<file path="src/rtl/instruction_fetch_ctrl.sv">
// rtl/instruction_fetch_ctrl.sv - single-outstanding instruction fetch controller
//
// Purpose: issues word-aligned reads to instruction memory, holds each returned
// word for the decoder until accepted, and follows branch/jump/trap redirects.
// A redirect never withdraws a request already on the bus; the late response is
// drained and discarded before fetching from the newest redirect target.
//
// Ports:
//   clk_in           clock, all state changes on the rising edge
//   rst_n_in         asynchronous active-low reset
//   imem_req_out     read request (FETCH and DRAIN only)
//   imem_addr_out    read address, bits [1:0] always 0
//   imem_ack_in      memory response strobe, imem_rdata_in valid with it
//   imem_rdata_in    returned instruction word
//   instr_valid_out  instr_out/pc_out hold an instruction for the decoder
//   instr_ready_in   decoder accepts the held instruction
//   instr_out        held instruction word
//   pc_out           address of the held instruction
//   redirect_in      redirect request
//   redirect_pc_in   redirect target, bits [1:0] ignored

module instruction_fetch_ctrl #(
  parameter logic [31:0] RESET_PC = 32'h0000_0000
) (
  input  logic        clk_in,
  input  logic        rst_n_in,
  output logic        imem_req_out,
  output logic [31:0] imem_addr_out,
  input  logic        imem_ack_in,
  input  logic [31:0] imem_rdata_in,
  output logic        instr_valid_out,
  input  logic        instr_ready_in,
  output logic [31:0] instr_out,
  output logic [31:0] pc_out,
  input  logic        redirect_in,
  input  logic [31:0] redirect_pc_in
);

  localparam logic [31:0] ALIGN_MASK       = 32'hFFFF_FFFC;
  localparam logic [31:0] RESET_PC_ALIGNED = RESET_PC & ALIGN_MASK;

  typedef enum logic [1:0] {
    IDLE  = 2'd0,
    FETCH = 2'd1,
    HOLD  = 2'd2,
    DRAIN = 2'd3
  } state_e;

  state_e      state_q;
  logic [31:0] fetch_pc_q;
  logic [31:0] addr_q;
  logic [31:0] instr_q;
  logic [31:0] pc_q;
  logic        req_q;
  logic        valid_q;

  logic [31:0] redirect_tgt;
  logic [31:0] latest_tgt;
  logic [31:0] hold_tgt;

  // Redirect target with the byte offset dropped.
  assign redirect_tgt = redirect_pc_in & ALIGN_MASK;

  // Target when leaving IDLE or DRAIN: a redirect in this very cycle wins over
  // whatever target was recorded earlier.
  assign latest_tgt = redirect_in ? redirect_tgt : fetch_pc_q;

  // Leaving HOLD: redirect squashes the held word, otherwise sequential fetch.
  // The +4 wraps naturally at 2^32.
  assign hold_tgt = redirect_in ? redirect_tgt : (pc_q + 32'd4);

  always_ff @(posedge clk_in or negedge rst_n_in) begin
    if (!rst_n_in) begin
      state_q    <= IDLE;
      fetch_pc_q <= RESET_PC_ALIGNED;
      addr_q     <= RESET_PC_ALIGNED;
      instr_q    <= 32'd0;
      pc_q       <= 32'd0;
      req_q      <= 1'b0;
      valid_q    <= 1'b0;
    end else begin
      case (state_q)
        IDLE: begin
          state_q    <= FETCH;
          fetch_pc_q <= latest_tgt;
          addr_q     <= latest_tgt;
          req_q      <= 1'b1;
          valid_q    <= 1'b0;
        end

        FETCH: begin
          if (imem_ack_in) begin
            if (redirect_in) begin
              // Response arrived for a now-stale address: drop it and
              // re-request straight away at the redirect target.
              fetch_pc_q <= redirect_tgt;
              addr_q     <= redirect_tgt;
            end else begin
              instr_q <= imem_rdata_in;
              pc_q    <= fetch_pc_q;
              valid_q <= 1'b1;
              req_q   <= 1'b0;
              state_q <= HOLD;
            end
          end else if (redirect_in) begin
            // Keep the bus request and its address untouched; only the
            // target for the next fetch changes.
            fetch_pc_q <= redirect_tgt;
            state_q    <= DRAIN;
          end
        end

        DRAIN: begin
          if (imem_ack_in) begin
            fetch_pc_q <= latest_tgt;
            addr_q     <= latest_tgt;
            state_q    <= FETCH;
          end else if (redirect_in) begin
            fetch_pc_q <= redirect_tgt;
          end
        end

        HOLD: begin
          if (redirect_in || instr_ready_in) begin
            fetch_pc_q <= hold_tgt;
            addr_q     <= hold_tgt;
            req_q      <= 1'b1;
            valid_q    <= 1'b0;
            state_q    <= FETCH;
          end
        end

        default: begin
          state_q <= IDLE;
          req_q   <= 1'b0;
          valid_q <= 1'b0;
        end
      endcase
    end
  end

  assign imem_req_out    = req_q;
  assign imem_addr_out   = addr_q;
  assign instr_valid_out = valid_q;
  assign instr_out       = instr_q;
  assign pc_out          = pc_q;

endmodule

</file>
<file path="config.mk">
export PLATFORM = sky130hd
export DESIGN_NAME = instruction_fetch_ctrl
export DESIGN_NICKNAME = d
export VERILOG_FILES = /design/src/rtl/instruction_fetch_ctrl.sv
export SDC_FILE = /design/constraint.sdc
export NUM_CORES = 1
export LEC_CHECK = 0
export ABC_AREA = 1
export BUFFER_PORTS_ARGS = -buffer_cell sky130_fd_sc_hd__buf_2
export CORE_MARGIN = 5
export CORE_UTILIZATION = 45
export DETAILED_ROUTE_END_ITERATION = 7
export PLACE_DENSITY_LB_ADDON = 0.2
export SYNTH_ARGS = -nofsm -noshare
export SYNTH_HDL_FRONTEND = slang
export SYNTH_SLANG_ARGS = --single-unit
</file>
<file path="constraint.sdc">
create_clock -name clk_in -period 5.8 [get_ports clk_in]
set_clock_uncertainty 0.15 [all_clocks]
set_input_delay 0.29 -clock clk_in [delete_from_list [all_inputs] [get_ports clk_in]]
set_output_delay 0.29 -clock clk_in [all_outputs]
set_load 0.005 [all_outputs]
</file>
After elaboration in Yosys (flattened, before gate mapping)
Cells that the tools add are included.

Flip-flop bits (word level): 132. Logic and storage cells: 49.

Add/sub/neg operators: 1. Eq/ne operators: 10. Multiplexer cells: 22. Bitwise operators: 1. Reduce and logical (&&, ||, !) cells: 8.

Operators by type and width (count): $mux W32 (6); $pmux W32 S4 (1); $pmux W32 S2 (1); $add A32 B3 Y32 const B (1); $reduce_and A4 Y1 (3); $mux W2 (5); $ne A2 B2 Y1 const B (5); $pmux W2 S4 (1); $mux W1 (6); $ne A3 B3 Y1 const B (2); $pmux W1 S3 (2); $eq A2 B2 Y1 const B (2); $reduce_and A3 Y1 (1); $reduce_bool A3 Y1 (1); $reduce_or A3 Y1 (1); $eq A2 B1 Y1 const B (1); $logic_not A2 Y1 (1); $logic_or A1 B1 Y1 (1); $not A1 Y1 (1).

Logic depth before layout (Yosys ltp)
Gate-level depths: netlist of the first run.

Depth after elaboration: 4. Depth in mapped cells: 14.

Worst setup path after synthesis of the first run
OpenSTA, ideal clock, no wires.

Kind: reg2reg. Start: register state_q[0]. End: register addr_q[14], in the netlist imem_addr_out[14]. Arrival time: 1.797 ns. Required time: 5.534 ns. Path slack: 3.737 ns. Stages on the path, launching flop included: 14. Buffers on the path: 3. Path through: dfrtp_1 inv_1 ha_1 inv_2 nor2_4 inv_2 or2_1 buf_2 nand4_2 buf_6 buf_4 nor2_1 nand2_1 nand2_1.

Longest elaborated chain between the ends: 3.

RTL lines: start, declared (line 49) `state_e state_q;`; start signal, assigned (line 74) `state_q <= IDLE;`; start signal, assigned (line 84) `state_q <= FETCH;`; start signal, assigned (line 103) `state_q <= HOLD;`; $eq A2 B1 Y1 or $eq A2 B2 Y1 (tied branches) (line 82) `case (state_q)`; $ne A2 B2 Y1 (no line); $reduce_and A4 Y1 (no line); end signal, assigned (line 86) `addr_q <= latest_tgt;`; end signal, assigned (line 97) `addr_q <= redirect_tgt;`; end signal, assigned (line 116) `addr_q <= latest_tgt;`; end, declared (line 51) `logic [31:0] addr_q;`.

Parallel ways exist; a longest one is shown, timed or not. A chain may end at the register's enable or synchronous reset.

Worst setup path in the final report of the first run
Start: register state_q[0]. End: register fetch_pc_q[11].

Longest elaborated chain between the ends: 3.

RTL lines: $eq A2 B2 Y1, or another cell as far along (line 82); $reduce_or A3 Y1 (no line); $pmux W32 S2 (line 82); end signal, assigned (line 85) `fetch_pc_q <= latest_tgt;`; end signal, assigned (line 96) `fetch_pc_q <= redirect_tgt;`; end signal, assigned (line 108) `fetch_pc_q <= redirect_tgt;`; end, declared (line 50) `logic [31:0] fetch_pc_q;`.

Parallel ways exist; a longest one is shown, timed or not.

==> run summary, run 1 <==
vias in the first global route -> 7013
CORE AREA -> 15800 um^2
post-route ant nets -> 0
Synth cell types -> 31
initial antenna violation count -> 0
CTS tree -> yes
Period minus WS final -> 3.82 ns
first-pass GRT wire length -> 35.6 mm
class of the worst hold path -> in2reg
drt drc -> 0
fraction of registers with async set/reset -> 100%
reg2reg start -> state_q[0]$_DFFE_PN0P_
register area share after synthesis -> 45.6%
clock-pin slew on the worst setup and hold paths -> 0.06 ns
Gate power share -> 42.0%
Area contributors post-synth -> dfrtp_1, nand2_1, nor2_1
hpwl dp -> 14.7 mm
Yosys top cell area share -> 45.6%
Vias/cell -> 5.05
upper clock frequency limit -> 262 MHz
Die Width -> 137 um
RR Endpoint -> fetch_pc_q[11]$_DFFE_PN0N_
Fin Setup TNS -> 0 ns
Total Routing Usage GR -> 24.1%
H-tree depth -> 4
Critical Path AT -> 3.97 ns
PortBufs -> 164
setup slack after layout -> 1.98 ns
Routed WL -> 22.0 mm
synth cell count leaders -> nand2_1, dfrtp_1, nor2_1, a21oi_1, inv_1
Post-Syn Area per Cell -> 6.89 um^2
CP Launch Point -> state_q[0]$_DFFE_PN0P_
final worst-path cycle share -> 65.8%
Cell Area, Placed -> 8170 um^2
Internal Power -> 2.79 mW
Max-Cap Viols -> 0
n_diodes -> 0
Non-Filler Instances -> 1448
cell taking the most area after synthesis -> dfrtp_1
die area -> 18800 um^2
status -> completed
hold depth -> 5
Clock power frac -> 22.8%
Resize count post-CTS -> 0
# IOs -> 167
grt peak-use layer -> met2
GRT overflow -> 0
Post-synth EDFFs -> 0
Worst setup EP type -> flip-flop
clock sinks -> 132
Tot Pwr -> 4.75 mW
Placer Congestion -> 0.878
Place WS -> 2.08 ns
met3 usage -> 5.85%
Post-Syn Nets -> 1126
post-CTS setup buffer count -> 0
met2 track demand over resource -> 37.3%
hold slack final -> 0.0480 ns
YS warnings -> 0
largest net degree at the start of global routing -> 71
Pre-Repair DR Iteration Count -> 5
Seq pwr share -> 35.2%
final max-slew violation count -> 0
Worst Hold End -> imem_addr_out[28]$_DFFE_PN0P_
Skew-Pair Late Insertion Delay -> 0.42 ns
R2R Setup Slk -> 1.98 ns
CP Max Fanout -> 45
cells on worst reg2reg path -> 12
Cell Area, Synth -> 7250 um^2
relative slew slack -> 35.6%
met1 usage in global routing -> 33.7%
final setup fails -> 0
routed len/inst -> 15.2 um
Sw Ratio -> 41.2%
clock buffer depth -> 2
CTS Buf Count -> 17
Seq cells post-synth -> 132
count leader, synth -> nand2_1
RSZ-0062 raised after global routing -> no
Pleak -> 4.76 nW
std cell rows -> 46
chip height -> 137 um
Hold Crit Start -> redirect_pc_in[28]
Required @ worst endpoint -> 5.96 ns
Syn Inst Count -> 1052
worst vdd ir -> 0.366 mV
layout cells sized above 1 -> 16.6%
Initial Util -> 45.8%
vias -> 7307
root buf cell -> clkbuf_16
Design Area, Final -> 9080 um^2
P_sw -> 1.96 mW
critical path launch point type -> flip-flop
fin util -> 57.4%
Final nets -> 1296
Fin. Hold Viols -> 0
DR iter-0 viols -> 661
ys flop type -> dfrtp_1
slew at the pin closest to its max-slew limit -> 0.966 ns
pwr dens -> 524 nW/um^2
area grow syn2layout -> 25.2%
Placed Instances -> 1386
WS Path Type -> reg2reg
[registers in the layout, summed over array words and instances (netlist names)]
name and count:
imem_req_out 1, instr_out 32, imem_addr_out 32, pc_out 32, fetch_pc_q 32, state_q 2
instr_valid_out 1
[cells by family after synthesis]
kind of cell | count (synthesis) | share of synthesized area [%]
simple gates | 599 | 32.0
xor+xnor | 2 | 0.242
compound gates | 185 | 14.1
buf+inv | 129 | 7.28
flops | 132 | 45.6
fa+ha+maj | 5 | 0.863
[what timing repair did]
item                                    4_1_cts  5_1_grt
endpoints found under the setup margin        0        0
hold buffers                                 33        0
hold endpoints to repair                     94        0
[layer usage]
layer  vias up  part of all wire [%]
met4         0                   1.3
met2       281                    44
met5         -                     0
met3        20                   8.3
met1      3321                    46
li1       3685                     -
[power by group through the flow]
stage,Clock (mW),Combinational [mW],Sequential [mW]
floorplan,0,1.26,1.64
global placement,0,1.95,1.67
detailed placement,0,1.97,1.67
CTS,1.10,2.00,1.66
global route,1.14,2.28,1.73
finish,1.08,2.00,1.67
[layout make-up]
cell class | count | area [um^2]
well taps | 216 | 270
inverters | 76 | 285
clock buffers | 24 | 482
multi-input cells | 791 | 3430
fillers | 1512 | 6750
clock inverters | 5 | 100
flip-flops and latches | 132 | 3300
repair buffers | 204 | 1210
[cell usage in the layout (no fill, tap or decap), drive strengths merged]
cell type	instances
dfrtp	132
o21ai	68
bufinv	3
a2bb2oi	1
xor2	1
nor3	1
ha	5
a21o	1
xnor2	1
inv	76
clkinv	2
nand3	36
a21boi	1
a21oi	77
or2	1
o22ai	3
dlygate4sd3	33
a22oi	19
and2	1
nand2	443
clkbuf	24
o2111ai	2
o211ai	4
a31oi	9
nor2	115
nand4	2
buf	171
[how the worst max path moves through the flow]
stage                                         end  cells after the start
floorplan           imem_addr_out[14]$_DFFE_PN0P_                     13
global placement    imem_addr_out[13]$_DFFE_PN0P_                     13
detailed placement  imem_addr_out[13]$_DFFE_PN0P_                     13
CTS                 imem_addr_out[13]$_DFFE_PN0P_                     13
global route           fetch_pc_q[11]$_DFFE_PN0N_                     12
finish                 fetch_pc_q[11]$_DFFE_PN0N_                     12
[critical path, cell delays in order, from the launching register on]
cell     delay (ns)
dfrtp_1        0.40
inv_1          0.08
ha_1           0.19
buf_4          0.22
inv_2          0.59
nor2_4         0.14
inv_2          0.11
or2_1          0.72
inv_2          0.59
a21oi_1        0.26
nand3_1        0.09
o21ai_0        0.07
inv_1          0.06
Power figures use the tool's default switching activity.
==> run 2, diff against run 1 <==
- clock period: 5.8 -> 3.5 ns (I/O delays scaled with it)
==> run summary, run 2 (synthesized netlist as in run 1, its figures left out) <==
upper clock frequency limit -> 362 MHz (+38%)
CP Launch Point -> state_q[1]$_DFFE_PN0P_
Fin. Hold Viols -> 0 (unchanged)
Sw Ratio -> 41.1% (-0.13 points)
Clock power frac -> 24.3% (+1.5 points)
final worst-path cycle share -> 78.8% (+13 points)
layout cells sized above 1 -> 17.4% (+0.73 points)
worst setup path end -> imem_addr_out[13]$_DFFE_PN0P_
cells on worst reg2reg path -> 9 (-3)
Pleak -> 4.92 nW (+3.4%)
n_diodes -> 0 (unchanged)
most frequent cells in the layout -> nand2_1, buf_2, dfrtp_1, nor2_1, a21oi_1
Fill cells -> 1462 (-3.3%)
CTS tree -> yes
clock-pin slew on the worst setup and hold paths -> 0.06 ns (about the same)
RSZ-0062 raised after global routing -> no
Required @ worst endpoint -> 3.71 ns (-2.25 ns)
critical path launch point type -> flip-flop
Fin Setup TNS -> 0 ns (unchanged)
Final nets -> 1322 (+2.0%)
met1 usage in global routing -> 36.1% (+2.4 points)
P_sw -> 3.37 mW (+72%)
met2 track demand over resource -> 38.9% (+1.5 points)
multi-input logic area -> 3430 um^2 (unchanged)
initial antenna violation count -> 0 (unchanged)
pwr dens -> 869 nW/um^2 (+66%)
# IOs -> 167 (unchanged)
vias -> 7576 (+3.7%)
Gate power share -> 41.8% (-0.2 points)
drt drc -> 0 (unchanged)
die area -> 18800 um^2 (unchanged)
clock buffer depth -> 2 (unchanged)
Period minus WS final -> 2.76 ns (-1.06 ns)
R2R Setup Slk -> 0.74 ns (-1.24 ns)
chip height -> 137 um (unchanged)
met3 usage -> 4.38% (-1.5 points)
Max-Cap Viols -> 0 (unchanged)
Skew-Pair Late Insertion Delay -> 0.42 ns (about the same)
GRT overflow -> 0 (unchanged)
Non-Filler Instances -> 1477 (+2.0%)
Die Width -> 137 um (unchanged)
routed len/inst -> 15.5 um (+2.1%)
CORE AREA -> 15800 um^2 (unchanged)
area grow syn2layout -> 29.9%
post-CTS setup buffer count -> 0 (unchanged)
root buf cell -> clkbuf_16
Routed WL -> 23.0 mm (+4.1%)
final max-slew violation count -> 0 (unchanged)
Critical Path AT -> 2.96 ns (-1.01 ns)
worst vdd ir -> 0.921 mV (+150%)
CP Max Fanout -> 23 (-49%)
std cell rows -> 46 (unchanged)
H-tree depth -> 4 (unchanged)
Placed Instances -> 1393 (+0.51%)
PortBufs -> 164 (unchanged)
CTS Buf Count -> 17 (unchanged)
Seq pwr share -> 33.8% (-1.4 points)
final setup fails -> 0 (unchanged)
Tot Pwr -> 8.19 mW (+72%)
DR iter-0 viols -> 616 (-6.8%)
clock sinks -> 132 (unchanged)
fin util -> 59.5% (+2.2 points)
grt peak-use layer -> met2
most common library cell in the layout ignoring fill and taps -> nand2_1
vias in the first global route -> 7203 (+2.7%)
reg2reg start -> state_q[1]$_DFFE_PN0P_
class of the worst hold path -> in2reg
Total Routing Usage GR -> 25.2% (+1.0 points)
hpwl dp -> 15.4 mm (+4.5%)
largest net degree at the start of global routing -> 95 (+34%)
relative slew slack -> 35.7% (+0.13 points)
Placer Congestion -> 0.885 (+0.69%)
slew at the pin closest to its max-slew limit -> 0.964 ns (-0.00199 ns)
setup slack after layout -> 0.741 ns (-1.24 ns)
Initial Util -> 45.8% (unchanged)
first-pass GRT wire length -> 37.2 mm (+4.5%)
post-route ant nets -> 0 (unchanged)
RR Endpoint -> imem_addr_out[13]$_DFFE_PN0P_
Place WS -> 0.726 ns (-1.35 ns)
Internal Power -> 4.82 mW (+73%)
WS Path Type -> reg2reg
Worst setup EP type -> flip-flop
Pre-Repair DR Iteration Count -> 5 (unchanged)
status -> completed
Vias/cell -> 5.13 (+1.6%)
hold depth -> 5 (unchanged)
register area -> 3300 um^2 (unchanged)
[run 2: cell count changes in the layout (fill, tap and decap cells not counted), sizes merged]
| cell | change |
|---|---|
| dlygate4sd3 | +19 |
| buf | +7 |
| clkinv | +6 |
| clkbuf | -5 |
| bufinv | +2 |
[run 2: critical path, cell delays in order (launching register included)]
cell and delay (ns):
dfrtp_1 0.42, inv_1 0.06, ha_1 0.21, buf_4 0.21
nand2_1 0.18, nand4_2 0.60, inv_2 0.45, o21ai_0 0.14
a21o_1 0.22, nand2_1 0.06
[run 2: power groups by stage]
stage          clock network, mW  logic [mW]  registers (mW)
5_1_grt                     2.08        3.89            2.86
6_report                    1.99        3.43            2.77
4_1_cts                     2.02        3.43            2.76
3_5_place_dp                   0        3.37            2.78
2_1_floorplan                  0        2.09            2.72
3_3_place_gp                   0        3.30            2.76
[run 2: routing by layer]
| metal | vias up | wire, um |
|---|---|---|
| met5 | - | 0 |
| met4 | 0 | 386 |
| met3 | 31 | 1730 |
| met2 | 310 | 10200 |
| met1 | 3499 | 10700 |
| li1 | 3736 | - |
[run 2: worst min path at each step]
stage	from	end	slack (ns)
floorplan	rst_n_in	fetch_pc_q[0]$_DFFE_PN0N_	-0.27
global placement	rst_n_in	instr_out[26]$_DFFE_PN0P_	0.18
detailed placement	rst_n_in	instr_out[26]$_DFFE_PN0P_	0.19
CTS	redirect_pc_in[24]	imem_addr_out[24]$_DFFE_PN0P_	0.007
global route	redirect_pc_in[24]	imem_addr_out[24]$_DFFE_PN0P_	0.02
finish	redirect_pc_in[24]	imem_addr_out[24]$_DFFE_PN0P_	0.02
[run 2: stage by stage]
stage	hold slack, ns	area [um^2]
5_1_grt	0.0195	9420
2_1_floorplan	-0.271	7250
3_3_place_gp	0.184	8240
4_1_cts	0.00686	9420
6_report	0.0204	9420
3_5_place_dp	0.190	8240
[run 2: cell type report]
class | instances | share of cell area, %
repair buffers | 230 | 15.7
clock buffers | 19 | 4.81
multi-input cells | 791 | 36.4
inverters | 76 | 3.03
flip-flops and latches | 132 | 35.1
well taps | 216 | 2.87
clock inverters | 13 | 2.18
[run 2: timing repair]
item / 4_1_cts / 5_1_grt
setup endpoints to repair: 0 / 0
hold buffers: 52 / 0
hold endpoints to repair: 145 / 0
gates resized for setup: 0 / 0
==> run 3, diff against run 2 <==
- clock period: 3.5 -> 2.38 ns (I/O delays scaled with it)
==> run summary, run 3 (synthesized netlist as in run 1, its figures left out) <==
status -> completed
clock sinks -> 132 (unchanged)
Internal Power -> 6.88 mW (+43%)
std cell rows -> 46 (unchanged)
register area -> 3300 um^2 (unchanged)
Skew-Pair Late Insertion Delay -> 0.43 ns (about the same)
multi-input logic area -> 3430 um^2 (+0.22%)
Placer Congestion -> 0.904 (+2.2%)
most frequent cells in the layout -> nand2_1, buf_2, dfrtp_1, nor2_1, a21oi_1
Fill cells -> 1488 (+1.8%)
initial antenna violation count -> 0 (unchanged)
CP max stage delay -> 0.45 ns (-0.15 ns)
CORE AREA -> 15800 um^2 (unchanged)
pwr dens -> 1230 nW/um^2 (+41%)
H-tree depth -> 4 (unchanged)
Max-Cap Viols -> 0 (unchanged)
GRT overflow -> 0 (unchanged)
Worst setup EP type -> flip-flop
clock buffer depth -> 2 (unchanged)
final worst-path cycle share -> 89.3% (+10 points)
PortBufs -> 164 (unchanged)
final max-slew violation count -> 0 (unchanged)
Critical Path Slowest Stage Cell -> dfrtp_1
post-route ant nets -> 0 (unchanged)
RR Endpoint -> imem_addr_out[22]$_DFFE_PN0P_
root buf cell -> clkbuf_16
Pre-Repair DR Iteration Count -> 5 (unchanged)
post-CTS setup buffer count -> 0 (unchanged)
# IOs -> 167 (unchanged)
CTS Buf Count -> 17 (unchanged)
routed len/inst -> 15.2 um (-2.0%)
DR iter-0 viols -> 578 (-6.2%)
class of the worst hold path -> in2reg
Die Width -> 137 um (unchanged)
most numerous cell on the critical path -> nand2_1
Clock power frac -> 22.1% (-2.2 points)
Hold Crit Start -> redirect_in
Required @ worst endpoint -> 2.54 ns (-1.17 ns)
RSZ-0062 raised after global routing -> no
Top delay family on crit path -> simple AND/OR/NAND/NOR gates
largest net degree at the start of global routing -> 60 (-37%)
P_sw -> 4.88 mW (+45%)
worst path cell trace -> ha_2 > nand2_1 > nor2_1 > nand2_1 > inv_2 > nand2_1 > o21ai_0 > nand3_1 > nand2_1 > nand2_1 > nand2_1 > nand2_1
Worst Hold End -> fetch_pc_q[21]$_DFFE_PN0N_
CTS tree -> yes
final setup fails -> 0 (unchanged)
Vias/cell -> 5.13 (about the same)
worst vdd ir -> 0.710 mV (-23%)
most common library cell in the layout ignoring fill and taps -> nand2_1
Period minus WS final -> 2.12 ns (-0.635 ns)
slew at the pin closest to its max-slew limit -> 0.770 ns (-0.194 ns)
cells on worst reg2reg path -> 12 (+3)
first-pass GRT wire length -> 37.0 mm (-0.63%)
CP bufs+invs -> 1 (-2)
Fin Setup TNS -> 0 ns (unchanged)
Critical Path AT -> 2.29 ns (-0.67 ns)
Pleak -> 4.99 nW (+1.4%)
WS Path Type -> reg2reg
R2R Setup Slk -> 0.26 ns (-0.48 ns)
n_diodes -> 0 (unchanged)
relative slew slack -> 48.7% (+13 points)
upper clock frequency limit -> 471 MHz (+30%)
Total Routing Usage GR -> 25.1% (-0.078 points)
Fin. Hold Viols -> 0 (unchanged)
Initial Util -> 45.8% (unchanged)
critical path launch point type -> flip-flop
CP Max Fanout -> 6 (-74%)
Sw Ratio -> 41.5% (+0.41 points)
area grow syn2layout -> 32.1%
layout cells sized above 1 -> 18.1% (+0.69 points)
Gate power share -> 43.4% (+1.6 points)
vias -> 7706 (+1.7%)
fin util -> 60.5% (+0.97 points)
vias in the first global route -> 7291 (+1.2%)
Final nets -> 1346 (+1.8%)
hpwl dp -> 15.9 mm (+3.2%)
reg2reg start -> pc_out[3]$_DFFE_PN0P_
die area -> 18800 um^2 (unchanged)
hold depth -> 5 (unchanged)
chip height -> 137 um (unchanged)
drt drc -> 0 (unchanged)
Tot Pwr -> 11.8 mW (+44%)
Seq pwr share -> 34.5% (+0.7 points)
clock-pin slew on the worst setup and hold paths -> 0.06 ns (about the same)
Routed WL -> 22.9 mm (-0.40%)
-- run 3: changes by cell type in the layout (fill, tap and decap cells not counted), moves of 2 or more --
cell / previous run / this run
bufinv_16: 5 / 2
clkinv_2: 4 / 6
clkinvlp_4: 0 / 2
clkbuf_1: 0 / 2
buf_4: 12 / 22
dlygate4sd3_1: 52 / 65
clkinv_4: 4 / 0
-- run 3: per-layer routing --
layer | global-route usage [%] | vias to the layer above | part of all wire, %
li1 | - | 3779 | -
met1 | 36.0 | 3563 | 46
met2 | 38.9 | 335 | 44
met3 | 4.89 | 29 | 8.0
met4 | 6.76 | 0 | 1.6
met5 | 0 | - | 0
-- run 3: what timing repair did --
item,4_1_cts,5_1_grt
hold endpoints to repair,173,1
hold buffers,64,1
resized for setup,0,4
endpoints found under the setup margin,0,8
-- run 3: per-stage QoR --
stage                     setup slack, ns  hold slack (ns)  area [um^2]  instances
after floorplan                     0.317           -0.327         7250       1052
after global placement              0.241         -0.00122         8340       1404
after detailed placement            0.157         -0.00231         8340       1404
after CTS                           0.152           0.0513         9560       1500
after global routing              0.00250           0.0824         9580       1501
final                               0.256           0.0627         9580       1501
-- run 3: worst reg2reg max path: stages (launching register included) --
cell and delay [ns]:
dfrtp_1 0.45, ha_2 0.29, nand2_1 0.10, nor2_1 0.16, nand2_1 0.14, inv_2 0.14
nand2_1 0.08, o21ai_0 0.15, nand3_1 0.10, nand2_1 0.10, nand2_1 0.06, nand2_1 0.05
nand2_1 0.04
-- run 3: area by class of cell --
cell class / count / area share (%)
repair buffers: 254 / 17.8
flip-flops and latches: 132 / 34.5
clock inverters: 10 / 1.10
multi-input cells: 791 / 35.9
clock buffers: 22 / 4.95
inverters: 76 / 2.98
well taps: 216 / 2.82
-- run 3: how the worst max path moves through the flow --
stage,from,endpoint,slack [ns],cells after the start
2_1_floorplan,state_q[0]$_DFFE_PN0P_,imem_addr_out[14]$_DFFE_PN0P_,0.32,13
3_3_place_gp,pc_out[3]$_DFFE_PN0P_,imem_addr_out[14]$_DFFE_PN0P_,0.24,14
3_5_place_dp,state_q[0]$_DFFE_PN0P_,imem_addr_out[13]$_DFFE_PN0P_,0.16,11
4_1_cts,state_q[0]$_DFFE_PN0P_,imem_addr_out[13]$_DFFE_PN0P_,0.15,11
5_1_grt,pc_out[3]$_DFFE_PN0P_,imem_addr_out[22]$_DFFE_PN0P_,0.003,12
6_report,pc_out[3]$_DFFE_PN0P_,imem_addr_out[22]$_DFFE_PN0P_,0.26,12
-- run 3: power groups by stage --
stage / logic [mW] / clock network, mW / registers, mW
2_1_floorplan: 3.08 / 0 / 4.00
3_3_place_gp: 4.92 / 0 / 4.05
3_5_place_dp: 5.00 / 0 / 4.06
4_1_cts: 5.10 / 2.63 / 4.04
5_1_grt: 5.83 / 2.75 / 4.19
6_report: 5.11 / 2.60 / 4.05
